==> src/rtl/puf_pkg.sv <==
// Shared types and defaults for the arbiter-PUF challenge sequencer.
// Latency: n/a (declarations only).
// Backpressure: n/a.
package puf_pkg;

    typedef enum logic [2:0] {
        IDLE,
        ARM,
        FIRE,
        SAMPLE,
        OUT
    } puf_state_t;

    localparam logic [15:0] LFSR_TAPS         = 16'hB400;
    localparam int          CHAL_W_DEF        = 16;
    localparam int          SETTLE_CYCLES_DEF = 8;
    localparam int          VOTES_DEF         = 5;
    localparam int          WORD_W_DEF        = 32;

endpackage

==> src/rtl/puf_challenge_sequencer_if.sv <==
// Host and PUF-pin signals of the challenge sequencer.
// Latency: n/a (wiring only).
// Backpressure: resp_valid/resp_ready handshake on the response word.
interface puf_challenge_sequencer_if
    import puf_pkg::*;
#(
    parameter int CHAL_W = CHAL_W_DEF,
    parameter int WORD_W = WORD_W_DEF
);
    logic              start;
    logic [CHAL_W-1:0] seed;
    logic              busy;
    logic [CHAL_W-1:0] challenge;
    logic              pulse;
    logic              response;
    logic [WORD_W-1:0] resp_word;
    logic              resp_valid;
    logic              resp_ready;

    // master: the sequencer itself; slave: host plus PUF pins around it
    modport master (
        input  start, seed, response, resp_ready,
        output busy, challenge, pulse, resp_word, resp_valid
    );

    modport slave (
        output start, seed, response, resp_ready,
        input  busy, challenge, pulse, resp_word, resp_valid
    );
endinterface

==> src/rtl/puf_lfsr.sv <==
// Galois right-shift LFSR producing the challenge sequence; a zero seed becomes 1.
// Latency: load/step take effect on the next clock edge.
// Backpressure: none; advances only when step is asserted.
module puf_lfsr
    import puf_pkg::*;
#(
    parameter int          W    = CHAL_W_DEF,
    parameter logic [W-1:0] TAPS = LFSR_TAPS
) (
    input  logic         clk,
    input  logic         rst,
    input  logic         load,
    input  logic         step,
    input  logic [W-1:0] seed,
    output logic [W-1:0] state
);

    always_ff @(posedge clk) begin
        if (rst) begin
            state <= '0;
        end else if (load) begin
            state <= (seed == '0) ? W'(1) : seed;
        end else if (step) begin
            state <= (state >> 1) ^ (state[0] ? TAPS : '0);
        end
    end

endmodule

==> src/rtl/puf_challenge_sequencer.sv <==
// Drives LFSR challenges and low-high pulses into the arbiter PUF, samples and packs the responses.
// Latency: first resp_valid 1 + WORD_W*V*(2*SETTLE_CYCLES+1) cycles after start (V=VOTES with PUF_MAJORITY_VOTE_EN).
// Backpressure: resp_word/resp_valid hold in OUT until resp_ready; start is ignored while busy.
module puf_challenge_sequencer
    import puf_pkg::*;
#(
    parameter int CHAL_W        = CHAL_W_DEF,
    parameter int SETTLE_CYCLES = SETTLE_CYCLES_DEF,
    parameter int VOTES         = VOTES_DEF,
    parameter int WORD_W        = WORD_W_DEF
) (
    input  logic                      wb_clk_i,
    input  logic                      wb_rst_i,
    puf_challenge_sequencer_if.master bus
);

    localparam int BC_W = (WORD_W > 1) ? $clog2(WORD_W) : 1;

    if (SETTLE_CYCLES < 3 || SETTLE_CYCLES > 255 || VOTES < 1 || VOTES > 15 ||
        (VOTES % 2) == 0 || WORD_W < 1 || WORD_W > 32) begin : g_param_check
        $error("puf_challenge_sequencer: illegal parameter value");
    end

    puf_state_t        state;
    puf_state_t        next_state;
    logic [7:0]        settle_cnt;
    logic              settle_done;
    logic [BC_W-1:0]   bit_cnt;
    logic              last_bit;
    logic              sync_1;
    logic              sync_2;
    logic              last_vote;
    logic              bit_val;
    logic              lfsr_load;
    logic              lfsr_step;
    logic              pulse_c;
    logic              busy_c;
    logic              valid_c;
    logic [WORD_W-1:0] resp_word;
    logic [CHAL_W-1:0] lfsr_state;

    assign settle_done = (settle_cnt == 8'(SETTLE_CYCLES - 1));
    assign last_bit    = (bit_cnt == BC_W'(WORD_W - 1));

`ifdef PUF_MAJORITY_VOTE_EN
    logic [3:0] vote_cnt;
    logic [3:0] ones_cnt;
    logic [3:0] ones_sum;

    assign ones_sum  = ones_cnt + {3'b000, sync_2};
    assign last_vote = (vote_cnt == 4'(VOTES - 1));
    assign bit_val   = (ones_sum > 4'(VOTES / 2));
`else
    assign last_vote = 1'b1;
    assign bit_val   = sync_2;
`endif

    puf_lfsr #(
        .W    (CHAL_W),
        .TAPS (CHAL_W'(LFSR_TAPS))
    ) u_lfsr (
        .clk   (wb_clk_i),
        .rst   (wb_rst_i),
        .load  (lfsr_load),
        .step  (lfsr_step),
        .seed  (bus.seed),
        .state (lfsr_state)
    );

    always_ff @(posedge wb_clk_i) begin
        if (wb_rst_i) begin
            state <= IDLE;
        end else begin
            state <= next_state;
        end
    end

    always_comb begin
        next_state = state;
        lfsr_load  = 1'b0;
        lfsr_step  = 1'b0;
        pulse_c    = 1'b0;
        busy_c     = 1'b1;
        valid_c    = 1'b0;
        unique case (state)
            IDLE: begin
                busy_c = 1'b0;
                if (bus.start) begin
                    next_state = ARM;
                    lfsr_load  = 1'b1;
                end
            end
            ARM: begin
                if (settle_done) next_state = FIRE;
            end
            FIRE: begin
                pulse_c = 1'b1;
                if (settle_done) next_state = SAMPLE;
            end
            SAMPLE: begin
                pulse_c = 1'b1;
                // the new challenge lands together with pulse falling, never with it rising
                if (!last_vote) begin
                    next_state = ARM;
                end else if (!last_bit) begin
                    next_state = ARM;
                    lfsr_step  = 1'b1;
                end else begin
                    next_state = OUT;
                end
            end
            OUT: begin
                valid_c = 1'b1;
                if (bus.resp_ready) next_state = IDLE;
            end
            default: begin
                next_state = IDLE;
            end
        endcase
    end

    always_ff @(posedge wb_clk_i) begin
        if (wb_rst_i) begin
            sync_1     <= 1'b0;
            sync_2     <= 1'b0;
            settle_cnt <= '0;
            bit_cnt    <= '0;
            resp_word  <= '0;
`ifdef PUF_MAJORITY_VOTE_EN
            vote_cnt   <= '0;
            ones_cnt   <= '0;
`endif
        end else begin
            sync_1 <= bus.response;
            sync_2 <= sync_1;

            if ((state == ARM || state == FIRE) && !settle_done) begin
                settle_cnt <= settle_cnt + 8'd1;
            end else begin
                settle_cnt <= '0;
            end

            if (state == IDLE && bus.start) begin
                resp_word <= '0;
                bit_cnt   <= '0;
`ifdef PUF_MAJORITY_VOTE_EN
                vote_cnt  <= '0;
                ones_cnt  <= '0;
`endif
            end

            if (state == SAMPLE) begin
`ifdef PUF_MAJORITY_VOTE_EN
                if (last_vote) begin
                    vote_cnt <= '0;
                    ones_cnt <= '0;
                end else begin
                    vote_cnt <= vote_cnt + 4'd1;
                    ones_cnt <= ones_sum;
                end
`endif
                if (last_vote) begin
                    resp_word <= resp_word | (WORD_W'(bit_val) << bit_cnt);
                    bit_cnt   <= last_bit ? '0 : bit_cnt + BC_W'(1);
                end
            end
        end
    end

    assign bus.challenge  = lfsr_state;
    assign bus.pulse      = pulse_c;
    assign bus.busy       = busy_c;
    assign bus.resp_valid = valid_c;
    assign bus.resp_word  = resp_word;

endmodule

==> src/flat_wrapper.sv <==
// flat-port wrapper written by rule: the top's interface ports become plain ports
module puf_challenge_sequencer_flat import puf_pkg::*;
#(
    parameter int CHAL_W        = CHAL_W_DEF,
    parameter int SETTLE_CYCLES = SETTLE_CYCLES_DEF,
    parameter int VOTES         = VOTES_DEF,
    parameter int WORD_W        = WORD_W_DEF
)
  (wb_clk_i, wb_rst_i, bus_start, bus_seed, bus_response, bus_resp_ready, bus_busy, bus_challenge, bus_pulse, bus_resp_word, bus_resp_valid);
  puf_challenge_sequencer_if #(.CHAL_W(CHAL_W), .WORD_W(WORD_W)) bus_i ();
  input  logic wb_clk_i;
  input  logic wb_rst_i;
  input wire logic [$bits(bus_i.start)-1:0] bus_start;
  input wire logic [$bits(bus_i.seed)-1:0] bus_seed;
  input wire logic [$bits(bus_i.response)-1:0] bus_response;
  input wire logic [$bits(bus_i.resp_ready)-1:0] bus_resp_ready;
  output wire logic [$bits(bus_i.busy)-1:0] bus_busy;
  output wire logic [$bits(bus_i.challenge)-1:0] bus_challenge;
  output wire logic [$bits(bus_i.pulse)-1:0] bus_pulse;
  output wire logic [$bits(bus_i.resp_word)-1:0] bus_resp_word;
  output wire logic [$bits(bus_i.resp_valid)-1:0] bus_resp_valid;
  assign bus_i.start = bus_start;
  assign bus_i.seed = bus_seed;
  assign bus_i.response = bus_response;
  assign bus_i.resp_ready = bus_resp_ready;
  assign bus_busy = bus_i.busy;
  assign bus_challenge = bus_i.challenge;
  assign bus_pulse = bus_i.pulse;
  assign bus_resp_word = bus_i.resp_word;
  assign bus_resp_valid = bus_i.resp_valid;
  puf_challenge_sequencer #(.CHAL_W(CHAL_W), .SETTLE_CYCLES(SETTLE_CYCLES), .VOTES(VOTES), .WORD_W(WORD_W)) u_core (.wb_clk_i(wb_clk_i), .wb_rst_i(wb_rst_i), .bus(bus_i));
endmodule
==> config.mk <==
export PLATFORM = sky130hd
export DESIGN_NAME = puf_challenge_sequencer_flat
export DESIGN_NICKNAME = d
export VERILOG_FILES = /design/src/rtl/puf_pkg.sv /design/src/rtl/puf_challenge_sequencer_if.sv /design/src/rtl/puf_lfsr.sv /design/src/rtl/puf_challenge_sequencer.sv /design/src/flat_wrapper.sv
export SDC_FILE = /design/constraint.sdc
export NUM_CORES = 1
export LEC_CHECK = 0
export ABC_AREA = 1
export ABC_CLOCK_PERIOD_IN_PS = 3990
export CORE_ASPECT_RATIO = 1.4
export CORE_MARGIN = 1
export CORE_UTILIZATION = 50
export DETAILED_ROUTE_END_ITERATION = 7
export GPL_ROUTABILITY_DRIVEN = 1
export GPL_TIMING_DRIVEN = 0
export PLACE_DENSITY = 0.81
export SLEW_MARGIN = 15
export SYNTH_ARGS = -nofsm -noshare
export SYNTH_HDL_FRONTEND = slang
export SYNTH_SLANG_ARGS = --single-unit
==> constraint.sdc <==
create_clock -name wb_clk_i -period 3.99 [get_ports wb_clk_i]
set_clock_uncertainty 0.2 [all_clocks]
set_input_delay 0.5985 -clock wb_clk_i [delete_from_list [all_inputs] [get_ports wb_clk_i]]
set_output_delay 0.5985 -clock wb_clk_i [all_outputs]
set_load 0.005 [all_outputs]
==> results.yml <==
sta:
  period_needed_ns: 2.50
  relSlewSlack_pct: 63.0
  hold_viol_final: 0
  worst_pin_slew_ns: 0.551
  rsz0062_at_grt: "false"
  setup-tns-final_ns: 0
  report.final.slew_viol_count: 0
  whs_ns: 0.204
  setup_slack_ns: 1.49
  clock.fmax_mhz: 400
  finalSetupViolCount: 0
  finalCritPeriodShare_pct: 62.7
grt:
  grt_use_total_pct: 25.2
  grt_start_max_net_pins: 11
  grt.met1_usage_pct: 28.3
  grt_use_met3_pct: 4.51
  antenna_found_initial: 0
  grt_overflow: 0
  busiest_layer: "met2"
  grt_pass1_vias: 2881
  grt_first_pass_wirelength_um: 12200
  use_met2_pct: 45.1
synth:
  synth_area_leader_cell: "dfxtp_1"
  synth_ff_type: "dfxtp_1"
  synth_area_leaders: "dfxtp_1 45%, nor2_1 9.1%, nand2_1 9.0%, a21oi_1 7.4%, nor3_1 4.9%"
  synth_fp_nets: 431
  synth_cells: 407
  synth_edf_count: 0
  synth-seq-cells: 66
  syn_area_per_cell_sq_um: 7.27
  synthArstFlopShare_pct: 0
  synth_top_area_share_pct: 44.6
  synth_warnings: 0
  synth.distinct_cells: 31
  yosysSeqAreaShare_pct: 44.6
  syn_area_sq_um: 2960
clocking:
  cts_resized: 0
  cts_tree: "built"
  cts.hold.buffers_added: 0
  clock_latency_ns: 0.33
  post-cts-setup-buffers: 0
  cts_buffer_depth: 2
  htree_levels: 3
  root_buffer: "clkbuf_8"
  cts.clk_slew.worst_paths_ns: 0.06
  cts_buffers: 9
  cts.sink_count: 66
place:
  place.port_buffers: 70
  hpwl_um: 5270
  place_ws_ns: 1.81
  dp.cells: 545
  gp_congestion: 0.867
power:
  ir_drop_mv: 0.259
  p_per_area_nw_per_um2: 358
  power_mw: 1.41
  leakagePower_nw: 1.45
finish:
  fin_cells: 560
  final_common_cell: "nor2_1"
  drive_gt1_share_pct: 7.52
  final_cell_mix: "72 x nor2_1, 71 x nand2_1, 70 x clkdlybuf4s50_1, 66 x dfxtp_1, 44 x a21oi_1"
  fin_nets: 512
  syn_to_final_growth_pct: 32.9
  antenna_cells: 0
floorplan:
  dieWidth_um: 67.0
  rows: 32
  start_util_pct: 52.8
  die_h_um: 93.0
  core_sq_um: 5610
  dieArea_sq_um: 6240
  ioPinCount: 72
setup_path:
  crit_type: "reg2out"
  worstPathArrival_ns: 1.70
  crit_chain: "inv_2 > nor3_1 > clkdlybuf4s50_1"
  end_kind: "output pin"
  crit_path_max_fanout: 7
  critPathLaunchType: "flop"
  critPathMaxStageDelay_ns: 0.56
  cp.required_ns: 3.19
  cpMaxStageDelayCell: "dfxtp_1"
drt:
  drc: 0
  via_count: 2956
  wl_per_cell_um: 12.8
  ant_nets: 0
  vias_per_cell: 5.28
  firstDrtPassIters: 4
  drt_iter0_drc: 143
  drt_wl_total_um: 7160
run:
  cap_violations: 0
outcome:
  status: "finished, final reports clean"
hold_path:
  worstHoldPathType: "reg2reg"
-- final timing paths --
kind,from,to,slack (ns),depth (start not counted)
setup reg to reg,u_core.bit_cnt[3],u_core.u_lfsr.state[15],1.93,9
hold reg to reg,u_core.sync_1,u_core.bit_val,0.20,2
setup / recovery,u_core.state[2],bus_resp_valid,1.49,3
hold / removal,u_core.sync_1,u_core.bit_val,0.20,2
-- per-stage QoR --
| step | cell area (sq um) | util (%) |
|---|---|---|
| after detailed placement | 3750 | 66.8 |
| after CTS | 3940 | 70.2 |
| after global placement | 3750 | 66.8 |
| after floorplan | 2960 | - |
| after global routing | 3940 | 70.2 |
| final | 3940 | 70.2 |
-- registers in the layout, summed over array words and instances, names as in the netlist --
signal / flops
u_core.bit_val: 1
u_core.bus.resp_word: 32
u_core.settle_cnt: 8
u_core.sync_1: 1
u_core.state: 3
u_core.bit_cnt: 5
u_core.u_lfsr.state: 16
-- cells by family (layout without fill, tap and decap cells) --
logic type	Yosys count	in the layout	synth area share [%]
flip-flops	66	66	44.6
AND/OR/NAND/NOR	213	213	32.5
AO/OA/AOI/OAI	75	75	12.8
XOR/XNOR	8	8	2.37
buffers and inverters	42	127	6.38
adder cells (fa/ha/maj)	3	3	1.27
-- worst max-delay path, delay by kind of cell (launching register included) --
family	cells	cell delay [ns]
buffers and inverters	2	0.65
and+or+nand+nor	1	0.16
DFF	1	0.56
-- final cells by class --
| class | instances | area (sq um) |
|---|---|---|
| fillers | 493 | 1670 |
| multi-input cells | 299 | 1450 |
| flip-flops and latches | 66 | 1320 |
| repair buffers | 70 | 701 |
| clock buffers | 13 | 179 |
| plain buffers | 19 | 103 |
| inverters | 23 | 86.3 |
| well taps | 68 | 85.1 |
| clock inverters | 2 | 10.0 |
-- cell usage after synthesis (3+ instances only) --
| cell | n |
|---|---|
| nor2_1 | 72 |
| nand2_1 | 71 |
| dfxtp_1 | 66 |
| a21oi_1 | 44 |
| nor3_1 | 29 |
| o21ai_0 | 28 |
| nand3_1 | 24 |
| inv_1 | 20 |
| clkbuf_1 | 8 |
| xor2_1 | 6 |
| buf_2 | 4 |
| buf_1 | 3 |
| buf_6 | 3 |
| ha_1 | 3 |
| inv_2 | 3 |
| nand2_4 | 3 |
| nand4_1 | 3 |
-- metal layers --
| layer | wire length, um | part of all wire [%] |
|---|---|---|
| met1 | 2920 | 41 |
| met5 | 0 | 0 |
| met3 | 439 | 6.1 |
| met2 | 3660 | 51 |
| met4 | 136 | 1.9 |
-- report_power, final --
part / total, mW / internal, mW / switching [mW]
combinational: 0.183 / 0.0895 / 0.0934
clock: 0.526 / 0.288 / 0.237
sequential: 0.702 / 0.681 / 0.0212
total: 1.41 / 1.06 / 0.352
(Power assumes the default switching activity.)
